**src/rtl/button_conditioner.sv**
```systemverilog
// button_conditioner: two-flop synchroniser, counter debouncer and press/release pulse generator.
// Define BTN_REPEAT_EN to add auto-repeat press pulses on channels selected by REPEAT_MASK.
module button_conditioner #(
  parameter int                 NUM_BTN         = 4,
  parameter int                 DEBOUNCE_CYCLES = 1000000,
  parameter int                 CNT_W           = 20,
  parameter int                 REPEAT_DELAY    = 50000000,
  parameter int                 REPEAT_PERIOD   = 10000000,
  parameter int                 REP_W           = 26,
  parameter logic [NUM_BTN-1:0] REPEAT_MASK     = 4'b0010
) (
  input  logic               clock,
  input  logic               reset,
  input  logic [NUM_BTN-1:0] btn_raw,
  output logic [NUM_BTN-1:0] btn_level,
  output logic [NUM_BTN-1:0] btn_press,
  output logic [NUM_BTN-1:0] btn_release
);

  localparam logic [CNT_W-1:0] C_MAX = CNT_W'(DEBOUNCE_CYCLES - 1);
  localparam logic [CNT_W-1:0] C_ONE = CNT_W'(1);

  // Reject configurations the counters cannot represent.
  if (DEBOUNCE_CYCLES < 2 || CNT_W < $clog2(DEBOUNCE_CYCLES) || $bits(REPEAT_MASK) != NUM_BTN ||
      REPEAT_DELAY < 1 || REPEAT_PERIOD < 1 ||
      REP_W < $clog2(REPEAT_DELAY) || REP_W < $clog2(REPEAT_PERIOD)) begin : g_bad_params
    $error("button_conditioner: inconsistent parameters");
  end

  logic [NUM_BTN-1:0] r_sync1;
  logic [NUM_BTN-1:0] r_sync2;
  logic [NUM_BTN-1:0] r_level;
  logic [NUM_BTN-1:0] r_press;
  logic [NUM_BTN-1:0] r_release;
  logic [CNT_W-1:0]   r_cnt [NUM_BTN];
  logic [NUM_BTN-1:0] w_accept;
  logic [NUM_BTN-1:0] w_edge_press;
  logic [NUM_BTN-1:0] w_rep_fire;

  // A new level is accepted on the edge that would take the count past its limit.
  always_comb begin
    w_accept = {NUM_BTN{1'b0}};
    for (int i = 0; i < NUM_BTN; i++) begin
      if (r_sync2[i] != r_level[i] && r_cnt[i] == C_MAX) begin
        w_accept[i] = 1'b1;
      end else begin
        w_accept[i] = 1'b0;
      end
    end
  end

  assign w_edge_press = w_accept & r_sync2;

  // Two-stage synchroniser for the asynchronous button inputs.
  always_ff @(posedge clock) begin
    if (reset) begin
      r_sync1 <= {NUM_BTN{1'b0}};
      r_sync2 <= {NUM_BTN{1'b0}};
    end else begin
      r_sync1 <= btn_raw;
      r_sync2 <= r_sync1;
    end
  end

  // Debounce counters, accepted level and registered edge pulses.
  always_ff @(posedge clock) begin
    if (reset) begin
      r_level   <= {NUM_BTN{1'b0}};
      r_press   <= {NUM_BTN{1'b0}};
      r_release <= {NUM_BTN{1'b0}};
      for (int i = 0; i < NUM_BTN; i++) begin
        r_cnt[i] <= {CNT_W{1'b0}};
      end
    end else begin
      for (int i = 0; i < NUM_BTN; i++) begin
        if (r_sync2[i] == r_level[i]) begin
          r_cnt[i] <= {CNT_W{1'b0}};
        end else if (w_accept[i]) begin
          r_cnt[i]   <= {CNT_W{1'b0}};
          r_level[i] <= r_sync2[i];
        end else begin
          r_cnt[i] <= r_cnt[i] + C_ONE;
        end
      end
      r_press   <= w_edge_press | w_rep_fire;
      r_release <= w_accept & ~r_sync2;
    end
  end

`ifdef BTN_REPEAT_EN
  localparam logic [REP_W-1:0] REP_FIRST = REP_W'(REPEAT_DELAY - 1);
  localparam logic [REP_W-1:0] REP_NEXT  = REP_W'(REPEAT_PERIOD - 1);
  localparam logic [REP_W-1:0] REP_ONE   = REP_W'(1);

  logic [REP_W-1:0]   r_rep [NUM_BTN];
  logic [NUM_BTN-1:0] r_rep_after_first;

  // A release being accepted this cycle suppresses any repeat that would coincide with it.
  always_comb begin
    w_rep_fire = {NUM_BTN{1'b0}};
    for (int i = 0; i < NUM_BTN; i++) begin
      if (REPEAT_MASK[i] && r_level[i] && !w_accept[i] &&
          r_rep[i] == (r_rep_after_first[i] ? REP_NEXT : REP_FIRST)) begin
        w_rep_fire[i] = 1'b1;
      end else begin
        w_rep_fire[i] = 1'b0;
      end
    end
  end

  // Repeat timers: restart on every press pulse, idle while released.
  always_ff @(posedge clock) begin
    if (reset) begin
      r_rep_after_first <= {NUM_BTN{1'b0}};
      for (int i = 0; i < NUM_BTN; i++) begin
        r_rep[i] <= {REP_W{1'b0}};
      end
    end else begin
      for (int i = 0; i < NUM_BTN; i++) begin
        if (w_accept[i] || !r_level[i] || !REPEAT_MASK[i]) begin
          r_rep[i]             <= {REP_W{1'b0}};
          r_rep_after_first[i] <= 1'b0;
        end else if (w_rep_fire[i]) begin
          r_rep[i]             <= {REP_W{1'b0}};
          r_rep_after_first[i] <= 1'b1;
        end else begin
          r_rep[i] <= r_rep[i] + REP_ONE;
        end
      end
    end
  end
`else
  assign w_rep_fire = {NUM_BTN{1'b0}};
`endif

  assign btn_level   = r_level;
  assign btn_press   = r_press;
  assign btn_release = r_release;

endmodule
```
**config.mk**
```make
export PLATFORM = sky130hd
export DESIGN_NAME = button_conditioner
export DESIGN_NICKNAME = d
export VERILOG_FILES = /design/src/rtl/button_conditioner.sv
export SDC_FILE = /design/constraint.sdc
export NUM_CORES = 1
export LEC_CHECK = 0
export BUFFER_PORTS_ARGS = -buffer_cell sky130_fd_sc_hd__buf_4
export CORE_MARGIN = 2
export CORE_UTILIZATION = 62
export DETAILED_ROUTE_END_ITERATION = 10
export GPL_TIMING_DRIVEN = 0
export PLACE_DENSITY = 0.8
export SLEW_MARGIN = 15
export SYNTH_ARGS = -nofsm -noshare
export SYNTH_HDL_FRONTEND = slang
export SYNTH_SLANG_ARGS = --single-unit
```
**constraint.sdc**
```tcl
create_clock -name clock -period 2.4 [get_ports clock]
set_input_delay 0.24 -clock clock [delete_from_list [all_inputs] [get_ports clock]]
set_output_delay 0.24 -clock clock [all_outputs]
set_load 0.02 [all_outputs]
```
==> summary.md, run 1 <==
| Metric | Value |
|---|---|
| Run status | `finished, final reports clean` |
| WP data arrival | `2.43 ns` |
| Number of antenna repair diodes | `0` |
| Final hold violations | `0` |
| Critical Path Max Stage Delay | `0.57 ns` |
| Number of buffers inserted during clock tree synthesis | `9` |
| Routed wire length | `approximately 9.4 mm` |
| Critical-path cell list | `or4_1, or4_4, o21ai_4, buf_4, nor2_1` |
| Primary FF master, synth | `edfxtp_1` |
| Clock Skews | `0.0149 ns` |
| Clock insertion delay at the later pin of the skew report | `0.37 ns` |
| Mapped Cells | `490` |
| Vertical die dimension | `94.9 um` |
| Normalized max-slew margin | `0.610` |
| CTS Hold Bufs | `0` |
| Number of distinct library cell variants in the gate-level netlist after synthesis | `40` |
| Maximum frequency from static timing analysis | `434 MHz` |
| Buf+Inv Stages, Crit Path | `1` |
| Commonest non-fill, non-tap cells in the layout | `edfxtp_1 (80), conb_1 (80), nor2_1 (60)` |
| I/O pin count | `18` |
| Post-route fraction of the period consumed by the critical path | `0.960` |
| Final routed DRC violation total | `0` |
| Effective utilization at floorplan | `0.633` |
| Placed Instances | `690` |
| Number of synthesized register bits | `100` |
| Largest net degree at the start of global routing | `16` |
| Routability cong. | `0.816` |
| Pin slew with the least headroom to its limit | `0.585 ns` |
| Antenna violations before repair | `0` |
| Number of pins with negative max-slew slack in the final report | `0` |
| Worst Hold Class | `in -> reg` |
| Post-synth EDFFs | `80` |
| Proportion of layout cells with a drive suffix above 1 | `0.0829` |
| Leakage | `1.98 nW` |
| Number of clock sinks | `100` |
| Non-Filler Instances | `708` |
| Row cnt | `33` |
| Clock tree from TritonCTS | `yes` |
| Total Neg Setup Slack | `0 ns` |
| Leftover overflow at the end of global routing | `0` |
| Core area | `8090 sq um` |
| Detailed-route wire length per cell | `13.3 um` |
| Setup repair after global routing missed its margin | `false` |
| Critical-path cell with the highest stage delay | `or4_1` |
| Depth of the CTS H-tree | `3` |
| Number of global-route vias before repair | `between 3000 and 4000` |
| GR Util All Layers | `0.230` |
| Required time of the critical path | `2.53 ns` |
| Power density normalized to cell area | `530 nW/um^2` |
| Number of detailed-routing iterations run before antenna repair | `4` |
| Fraction of the yosys area taken by sequential cells | `0.547` |
| Cell chosen for the clock root | `clkbuf_8` |
| Via/cell ratio | `5.49` |
| ANT nets after route | `0` |
| Violation count after the first detailed-routing iteration | `about 170` |
| Number of setup violations in the final report | `0` |
| FFs w/ async S/R, synth | `0` |
| Global-route wire length before repair | `about 16 mm` |
| Synthesized area | `5120 sq um` |
| Post-route minimum period | `2.31 ns` |
| Area growth from synthesis to layout | `14.2%` |
| Worst Path Max Fanout | `10` |
| Buffer depth of the longest clock path | `2` |
| Type of the worst setup path | `reg -> reg` |
| Estimated wirelength of the detail-placed design | `6.76 mm` |
| Worst IR drop on VDD | `between 0.3 and 0.4 mV` |
| Via count | `3886` |
| Crit. End Element | `flop` |
| Kind of cell adding the most delay to the critical path | `simple AND/OR/NAND/NOR gates` |
| Mean instance size in the synthesized netlist | `10.4 sq um` |
| DIE WIDTH | `94.9 um` |
| Syn. warnings | `0` |
| Crit start category | `flop` |
| Buffers on Ports | `16` |
| Maximum capacitance violations | `0` |
| Clk pin slew, worst setup/hold paths | `0.09 ns` |
| Die Outline Area | `between 9000 and 10000 sq um` |
| Nets@finish | `608` |
| Setup slack, reg-to-reg | `0.09 ns` |
## routing by layer
metal | track usage | share of wire | vias to the layer above | wire length (um)
met5 | 0 | 0 | - | 0
met4 | 0.0785 | 0.019 | 0 | 181
met3 | 0.0543 | 0.031 | 17 | 290
met2 | 0.388 | 0.50 | 72 | 4710
met1 | 0.291 | 0.45 | 1842 | 4260
li1 | - | - | 1955 | -
## area by class of cell
type	count	area [sq um]
sequential	100	2800
multi-input combinational	434	2480
fill	622	2250
timing repair buffer	18	135
clock buffer	11	131
tap	105	131
inverter	19	71.3
buffer	16	70.1
clock inverter	5	28.8
## synthesized netlist by cell type, types with 10 or more instances
cell      number  share of area
a21oi_1       32          0.031
clkbuf_1      11         0.0081
dfxtp_1       20          0.078
edfxtp_1      80           0.47
inv_1         19          0.014
nand2_1       22          0.016
nand3_1       28          0.027
nand4_1       18          0.022
nor2_1        60          0.044
nor2b_1       10          0.012
nor4_1        11          0.013
o21ai_0       21          0.021
o31ai_1       13          0.019
or3_1         17          0.021
or4_1         18          0.026
xnor2_1       32          0.055
xor2_1        16          0.027
## cells by family (layout without fill, tap and decap cells)
group	Yosys count	count (layout)	share of synthesized area
flops	100	100	0.547
other cells	1	80	0.000732
buf+inv	35	69	0.0274
simple gates	234	234	0.254
xor+xnor	48	48	0.0821
compound gates	68	68	0.0782
fa+ha+maj	4	4	0.00978
## per-stage QoR
step	area, sq um	hold slack (ns)	setup slack (ns)	util	total power [W]
after floorplan	5420	0.368	0.208	-	0.00213
after global placement	5670	0.425	0.0166	0.700	0.00217
after detailed placement	5670	0.437	-0.00980	0.700	0.00218
after CTS	5840	0.0808	0.0813	0.721	0.00310
after global routing	5850	0.0921	0.0278	0.722	0.00322
final	5850	0.0858	0.0948	0.722	0.00310
## report_power, final
part | leakage (nW) | switching, W | total (W) | internal [W]
Combinational | 0.917 | 0.0000903 | 0.000148 | 0.0000580
Sequential | 0.988 | 0.0000673 | 0.00200 | 0.00193
Clock | 0.0768 | 0.000577 | 0.000948 | 0.000371
Total | 1.98 | 0.000734 | 0.00310 | 0.00236
## sequential cells by signal, summed over array words and instances (netlist names)
signal       count
r_sync1          4
btn_level        4
r_cnt           80
r_sync2          4
btn_press        4
btn_release      4
## what timing repair did
item                       CTS  global route
gates resized for setup      0             3
setup endpoints to repair    9            14
pin swaps                    1             1
setup buffers                1             1
## final timing paths
path / startpoint / to / cells after the start
worst min-delay path: btn_raw[2] / r_sync1[2] / 2
worst max register to register: r_cnt[2][12] / r_cnt[2][8] / 5
worst max-delay path: r_cnt[2][12] / r_cnt[2][8] / 5
worst min register to register: r_sync1[0] / r_sync2[0] / 1
Power figures use the tool's default switching activity.
==> inputs of run 2 (changes only) <==
Settings changed: ABC_AREA set to 1, CORE_UTILIZATION 62 to 63, PLACE_DENSITY 0.8 to 0.81.
==> run 2 against run 1 <==
Effect of this change:
- clock power rose by 9.7%
- utilization rose by 1.2 points
- register-to-register slack better by 0.24 ns
- cell area rose by 9.6%
- critical endpoint is now r_cnt[3][6]
- via count is 24% higher
- clock-buffer cell count unchanged
- flip-flop and latch count stayed put
- global-route usage grew 0.82 points
- fmax up 11%
- hold slack better by 0.012 ns
- clock skew shrank 0.0014 ns
==> summary.md, run 2 <==
| Metric | Value |
|---|---|
| Number of antenna repair diodes | `0 (unchanged)` |
| CP Launch Point | `r_cnt[3][0]` |
| Post-route minimum period | `2.07 ns (-0.236 ns)` |
| CTS Hold Bufs | `0 (unchanged)` |
| Via count | `4803 (+24%)` |
| Setup slack, reg-to-reg | `0.33 ns (+0.24 ns)` |
| Area share of the largest cell type after synthesis | `0.424 (-0.0452)` |
| Leakage | `2.53 nW (+28%)` |
| I/O pin count | `18 (unchanged)` |
| Number of detailed-routing iterations run before antenna repair | `5 (+1)` |
| Number of clock sinks | `100 (unchanged)` |
| Detailed-route wire length per cell | `11.6 um (-13%)` |
| Count of fill cells added during filler insertion | `683 (+9.8%)` |
| Clock Skews | `0.0135 ns (-0.00137 ns)` |
| Required time of the critical path | `2.52 ns (about the same)` |
| Clock insertion delay at the later pin of the skew report | `0.36 ns (about the same)` |
| Critical Path Max Stage Delay | `0.46 ns (-0.11 ns)` |
| Synthesized area | `5670 sq um (+11%)` |
| Worst path most repeated cell | `nand3_2` |
| Hold EP | `r_sync1[0]` |
| Proportion of layout cells with a drive suffix above 1 | `0.0714 (-0.0115)` |
| GR Util All Layers | `0.238 (+0.00824)` |
| Number of distinct library cell variants in the gate-level netlist after synthesis | `32 (-20%)` |
| Placed Instances | `932 (+35%)` |
| Routability cong. | `0.981 (+20%)` |
| Clock tree from TritonCTS | `yes` |
| Most numerous cell types in the synthesized netlist | `nand2_1 (195), nor2_1 (172), edfxtp_1 (80), inv_1 (80), nand3_1 (40)` |
| Number of synthesized register bits | `100 (unchanged)` |
| Commonest non-fill, non-tap cells in the layout | `nand2_1 (195), nor2_1 (172), inv_1 (80), edfxtp_1 (80), conb_1 (80)` |
| Syn. warnings | `0 (unchanged)` |
| Final routed DRC violation total | `0 (unchanged)` |
| Most flops, register | `r_cnt` |
| Post-CTS setup repair buffer count | `0 (-1)` |
| Final Instance Area | `6410 sq um (+9.6%)` |
| Worst Path Max Fanout | `10 (unchanged)` |
| RR Endpoint | `r_cnt[3][6]` |
| Worst IR drop on VDD | `0.354 mV (-6.3%)` |
| Cell chosen for the clock root | `clkbuf_8` |
| Number of buffers inserted during clock tree synthesis | `9 (unchanged)` |
| Maximum frequency from static timing analysis | `483 MHz (+11%)` |
| Worst Hold Class | `in -> reg` |
| Clk pin slew, worst setup/hold paths | `0.09 ns (about the same)` |
| Critical-path cell list | `ha_1, nand3_2, nor3_2, nand3_2, nand2_4, buf_6, nor2_1` |
| Resized Gates After CTS | `0 (unchanged)` |
| Type of the worst setup path | `reg -> reg` |
| Leftover overflow at the end of global routing | `0 (unchanged)` |
| Total Neg Setup Slack | `0 ns (unchanged)` |
| Setup repair after global routing missed its margin | `false` |
| Core area | `8720 sq um (+7.8%)` |
| Estimated wirelength of the detail-placed design | `8.38 mm (+24%)` |
| DIE WIDTH | `98.8 um (+4.2%)` |
| Final hold violations | `0 (unchanged)` |
| Run status | `finished, final reports clean` |
| Violation count after the first detailed-routing iteration | `188 (+9.9%)` |
| Mapped Cells | `728 (+49%)` |
| Power density normalized to cell area | `502 nW/um^2 (-5.3%)` |
| Flip-flop count of the largest register, all copies and words added | `80 (unchanged)` |
| Effective utilization at floorplan | `0.650 (+0.0170)` |
| FFs w/ async S/R, synth | `0 (unchanged)` |
| Crit. End Element | `flop` |
| Cell accounting for the most synthesized area | `edfxtp_1` |
| Pre-CTS setup slack | `0.361 ns (+0.371 ns)` |
| R2R Path Start | `r_cnt[3][0]` |
| Vertical die dimension | `98.8 um (+4.2%)` |
| Crit start category | `flop` |
| Setup slack after layout | `0.331 ns (+0.236 ns)` |
| Buffer depth of the longest clock path | `2 (unchanged)` |
| Number of cell instances on the worst register-to-register path | `7 (+2)` |
| Depth of the worst hold-timing path | `3 (+1)` |
| Via/cell ratio | `5.07 (-7.7%)` |
| Mean instance size in the synthesized netlist | `7.78 sq um (-26%)` |
| Depth of the CTS H-tree | `3 (unchanged)` |
| Die Outline Area | `9770 sq um (+8.5%)` |
| Most frequent standard cell in the layout excluding fill and tap cells | `nand2_1` |
| ANT nets after route | `0 (unchanged)` |
| Non-Filler Instances | `948 (+34%)` |
| Nets@finish | `845 (+39%)` |
| Number of setup violations in the final report | `0 (unchanged)` |
| Post-synth EDFFs | `80 (unchanged)` |
| WP data arrival | `2.19 ns (-0.24 ns)` |
| Start point of the worst min-delay path | `btn_raw[0]` |
| Antenna violations before repair | `0 (unchanged)` |
| Global-route wire length before repair | `19.0 mm (+17%)` |
| Library cell with the highest instance count after synthesis | `nand2_1` |
| Maximum capacitance violations | `0 (unchanged)` |
| Area growth from synthesis to layout | `13.1%` |
| Number of pins with negative max-slew slack in the final report | `0 (unchanged)` |
| Critical-path cell with the highest stage delay | `edfxtp_1` |
| Row cnt | `34 (+3.0%)` |
| Top area cells in the synthesized netlist | `edfxtp_1 (42%), nand2_1 (13%), nor2_1 (11%)` |
| Number of global-route vias before repair | `4527 (+22%)` |
| Dpl cell area | `6220 sq um (+9.8%)` |
| Fraction of the yosys area taken by sequential cells | `0.495 (-0.0527)` |
| Post-route fraction of the period consumed by the critical path | `0.862 (-0.0984)` |
| Buffers on Ports | `17 (+1)` |
| Largest net degree at the start of global routing | `16 (unchanged)` |
| Primary FF master, synth | `edfxtp_1` |
| Routed wire length | `11.0 mm (+17%)` |
==> run 2: changes by cell type after synthesis, moves of 17 or more <==
cell and delta:
nand2_1 +173, nor2_1 +112, o21ai_0 -17, xnor2_1 -18
or4_1 -18, inv_1 +61, or3_1 -17
==> run 2: area by class of cell <==
| cell class | count | area [sq um] | share of cell area |
|---|---|---|---|
| clock inverters | 5 | 52.6 | 0.00820 |
| plain buffers | 7 | 51.3 | 0.00800 |
| clock buffers | 11 | 131 | 0.0205 |
| flip-flops and latches | 100 | 2800 | 0.437 |
| well taps | 108 | 135 | 0.0211 |
| repair buffers | 17 | 128 | 0.0199 |
| multi-input cells | 620 | 2810 | 0.438 |
| inverters | 80 | 300 | 0.0469 |
==> run 2: how the worst max path moves through the flow <==
stage / to / slack, ns / cells past startpoint
after floorplan: r_cnt[3][11] / 0.77 / 7
after global placement: r_cnt[3][19] / 0.39 / 7
after detailed placement: r_cnt[3][0] / 0.36 / 7
after CTS: r_cnt[3][6] / 0.35 / 7
after global routing: r_cnt[3][6] / 0.22 / 7
final: r_cnt[3][6] / 0.33 / 7
==> run 2: critical path, delay by kind of cell (launching register included) <==
kind	cells	cell delay [ns]
buffers and inverters	1	0.17
and+or+nand+nor	5	0.83
adders and majority gates	1	0.37
DFF	1	0.46
==> run 2: cell families (layout without fill, tap and decap cells) <==
logic type	after synthesis	in the layout	share of synthesized area
flip-flops	100	100	0.495
buffers and inverters	87	120	0.0621
XOR/XNOR	29	29	0.0448
AO/OA/AOI/OAI	43	43	0.0384
adder cells (fa/ha/maj)	4	4	0.00883
AND/OR/NAND/NOR	464	464	0.350
other	1	80	0.000662
==> run 2: per-stage QoR <==
stage	total power, W	util	hold WS (ns)
after CTS	0.00323	0.735	0.0887
after global routing	0.00334	0.735	0.0943
after detailed placement	0.00221	0.714	0.399
after global placement	0.00220	0.714	0.391
after floorplan	0.00216	-	0.347
final	0.00322	0.735	0.0974
==> run 2: per-layer routing <==
metal	wire, um	GRT usage
met5	0	0
met3	584	0.0475
met2	5340	0.399
met1	4880	0.304
met4	229	0.0980
==> run 2: where the power goes <==
group          internal, W  switching (W)
sequential         0.00193      0.0000699
clock             0.000477       0.000562
combinational    0.0000591       0.000116
==> inputs of run 3 (changes only) <==
Settings changed: ABC_AREA 1 to unset, CORE_UTILIZATION 63 to 56, PLACE_DENSITY 0.81 to 0.76.
Clock period 2.4 ns to 1.8 ns, I/O delays scaled along.
==> run 3 against run 2 <==
Effect of this change:
- the flow now finishes with violations (negative setup slack)
- clock-buffer cell count down 1
- fmax down 4.8%
- clock power up 53%
- die area up 1.6%
- hold slack worse by 0.068 ns
==> summary.md, run 3 (synthesis gave the netlist of run 1 again) <==
| Metric | Value |
|---|---|
| Kind of cell adding the most delay to the critical path | `simple AND/OR/NAND/NOR gates` |
| Die Outline Area | `9920 sq um (+1.6%)` |
| Antenna violations before repair | `0 (unchanged)` |
| Non-Filler Instances | `781 (-18%)` |
| Crit start category | `flop` |
| Clock insertion delay at the later pin of the skew report | `0.37 ns (about the same)` |
| Buf+Inv Stages, Crit Path | `1 (unchanged)` |
| Buffer depth of the longest clock path | `2 (unchanged)` |
| Worst path most repeated cell | `or4_4` |
| Number of pins with negative max-slew slack in the final report | `0 (unchanged)` |
| WP data arrival | `2.31 ns (+0.12 ns)` |
| Number of detailed-routing iterations run before antenna repair | `4 (-1)` |
| R2R Path Start | `r_cnt[2][13]` |
| Cell chosen for the clock root | `clkbuf_8` |
| Start point of the worst min-delay path | `btn_raw[2]` |
| Core area | `8810 sq um (+0.98%)` |
| Combined area of the multi-input logic cells | `2890 sq um (+3.0%)` |
| Setup slack after layout | `-0.374 ns (-0.705 ns)` |
| Final routed DRC violation total | `0 (unchanged)` |
| Commonest non-fill, non-tap cells in the layout | `edfxtp_1 (80), conb_1 (80), buf_4 (79)` |
| Largest net degree at the start of global routing | `17 (+1)` |
| Flip-flop count of the largest register, all copies and words added | `80 (unchanged)` |
| GR Util All Layers | `0.226 (-0.0125)` |
| CTS Hold Bufs | `0 (unchanged)` |
| Area growth from synthesis to layout | `36.3%` |
| Critical Path Max Stage Delay | `0.55 ns (+0.09 ns)` |
| Type of the worst setup path | `reg -> reg` |
| Run status | `complete, but fails checks` |
| Proportion of layout cells with a drive suffix above 1 | `0.302 (+0.230)` |
| Worst Path Max Fanout | `7 (-3)` |
| Pin slew with the least headroom to its limit | `~0.72 ns` |
| Clock Skews | `0.0115 ns (-0.00209 ns)` |
| Via count | `4400 (-8.4%)` |
| Critical-path cell list | `or4_4, or4_4, o21ai_4, buf_4, a21oi_1` |
| Post-route fraction of the period consumed by the critical path | `1.21 (+0.346)` |
| Number of setup violations in the final report | `64 (+64)` |
| Critical-path cell with the highest stage delay | `or4_4` |
| Number of buffers inserted during clock tree synthesis | `9 (unchanged)` |
| Clk pin slew, worst setup/hold paths | `0.10 ns (about the same)` |
| Power density normalized to cell area | `661 nW/um^2 (+32%)` |
| Most flops, register | `r_cnt` |
| Maximum frequency from static timing analysis | `460 MHz (-4.8%)` |
| I/O pin count | `18 (unchanged)` |
| Row cnt | `34 (unchanged)` |
| Leakage | `2.48 nW (-1.8%)` |
| Crit. End Element | `flop` |
| Buffers on Ports | `16 (-1)` |
| Worst Hold Class | `in -> reg` |
| DIE WIDTH | `99.6 um (+0.79%)` |
| Estimated wirelength of the detail-placed design | `6.76 mm (-19%)` |
| Routed wire length | `12.6 mm (+14%)` |
| Maximum capacitance violations | `0 (unchanged)` |
| CP Launch Point | `r_cnt[2][13]` |
| Count of fill cells added during filler insertion | `514 (-25%)` |
| Setup repair after global routing missed its margin | `true` |
| Detailed-route wire length per cell | `16.1 um (+38%)` |
| Global-route wire length before repair | `18.0 mm (-5.4%)` |
| Post-route minimum period | `2.17 ns (+0.105 ns)` |
| Normalized max-slew margin | `0.521` |
| Clock tree from TritonCTS | `yes` |
| Nets@finish | `678 (-20%)` |
| Final hold violations | `0 (unchanged)` |
| Number of antenna repair diodes | `0 (unchanged)` |
| Number of global-route vias before repair | `4095 (-9.5%)` |
| Post-route total power | `0.00461 W (+43%)` |
| Required time of the critical path | `1.93 ns (-0.59 ns)` |
| Worst IR drop on VDD | `0.403 mV (+14%)` |
| Violated checks | `negative setup slack` |
| Pre-CTS setup slack | `-0.601 ns (-0.962 ns)` |
| Violation count after the first detailed-routing iteration | `196 (+4.3%)` |
| Vertical die dimension | `99.6 um (+0.79%)` |
| Area taken by flip-flops and latches | `2800 sq um (unchanged)` |
| Number of clock sinks | `100 (unchanged)` |
| Placed Instances | `693 (-26%)` |
| Leftover overflow at the end of global routing | `0 (unchanged)` |
| Depth of the CTS H-tree | `3 (unchanged)` |
| Routability cong. | `0.854 (-13%)` |
| Effective utilization at floorplan | `0.581 (-0.0682)` |
| Via/cell ratio | `5.63 (+11%)` |
| ANT nets after route | `0 (unchanged)` |
run 3: changes by cell type in the layout (fill, tap and decap cells not counted), sizes merged, moves of 18 or more:
cell | before | now
nand2 | 197 | 22
nor2 | 180 | 60
buf | 23 | 98
inv | 80 | 20
or3 | 0 | 20
or4 | 0 | 19
xnor2 | 14 | 32
run 3: path summary, 6_finish.rpt:
check | end | slack (ns) | cells after the start
worst max-delay path | r_cnt[2][15] | -0.37 | 5
worst min-delay path | r_sync1[2] | 0.03 | 2
worst max register to register | r_cnt[2][15] | -0.37 | 5
worst min register to register | r_sync2[3] | 0.44 | 1
run 3: layout make-up:
cell class                      count  area share
Sequential cell                   100       0.402
Inverter                           19      0.0102
Buffer                             11      0.0138
Timing Repair Buffer               93       0.110
Multi-Input combinational cell    434       0.414
Clock inverter                      6      0.0125
Clock buffer                       10      0.0183
Tap cell                          108      0.0194
run 3: repair_timing:
action	CTS	global route
gates resized for setup	51	78
buffers inserted	50	24
hold endpoints to repair	0	0
endpoints found under the setup margin	86	86
pin swaps	18	20
gates cloned	1	2
run 3: per-stage QoR:
stage	cell area, sq um	util	setup TNS [ns]	hold slack, ns
detailed placement	5710	0.649	-22.85	0.409
finish	6980	0.793	-11.60	0.0298
global placement	5710	0.649	-20.72	0.405
floorplan	5460	-	-7.31	0.308
CTS	6490	0.737	-9.62	0.0278
global route	6980	0.793	-16.85	0.0404
run 3: where the power goes:
group / internal (W) / switching [W]
clock network: 0.000787 / 0.000805
logic: 0.000160 / 0.000187
registers: 0.00258 / 0.0000953
run 3: per-layer routing:
layer  up-vias  wire [um]  global-route usage
li1       2099          -                   -
met2       116       6470               0.385
met4         0        357              0.0969
met1      2153       5210               0.282
met3        32        515              0.0415
met5         -          0                   0
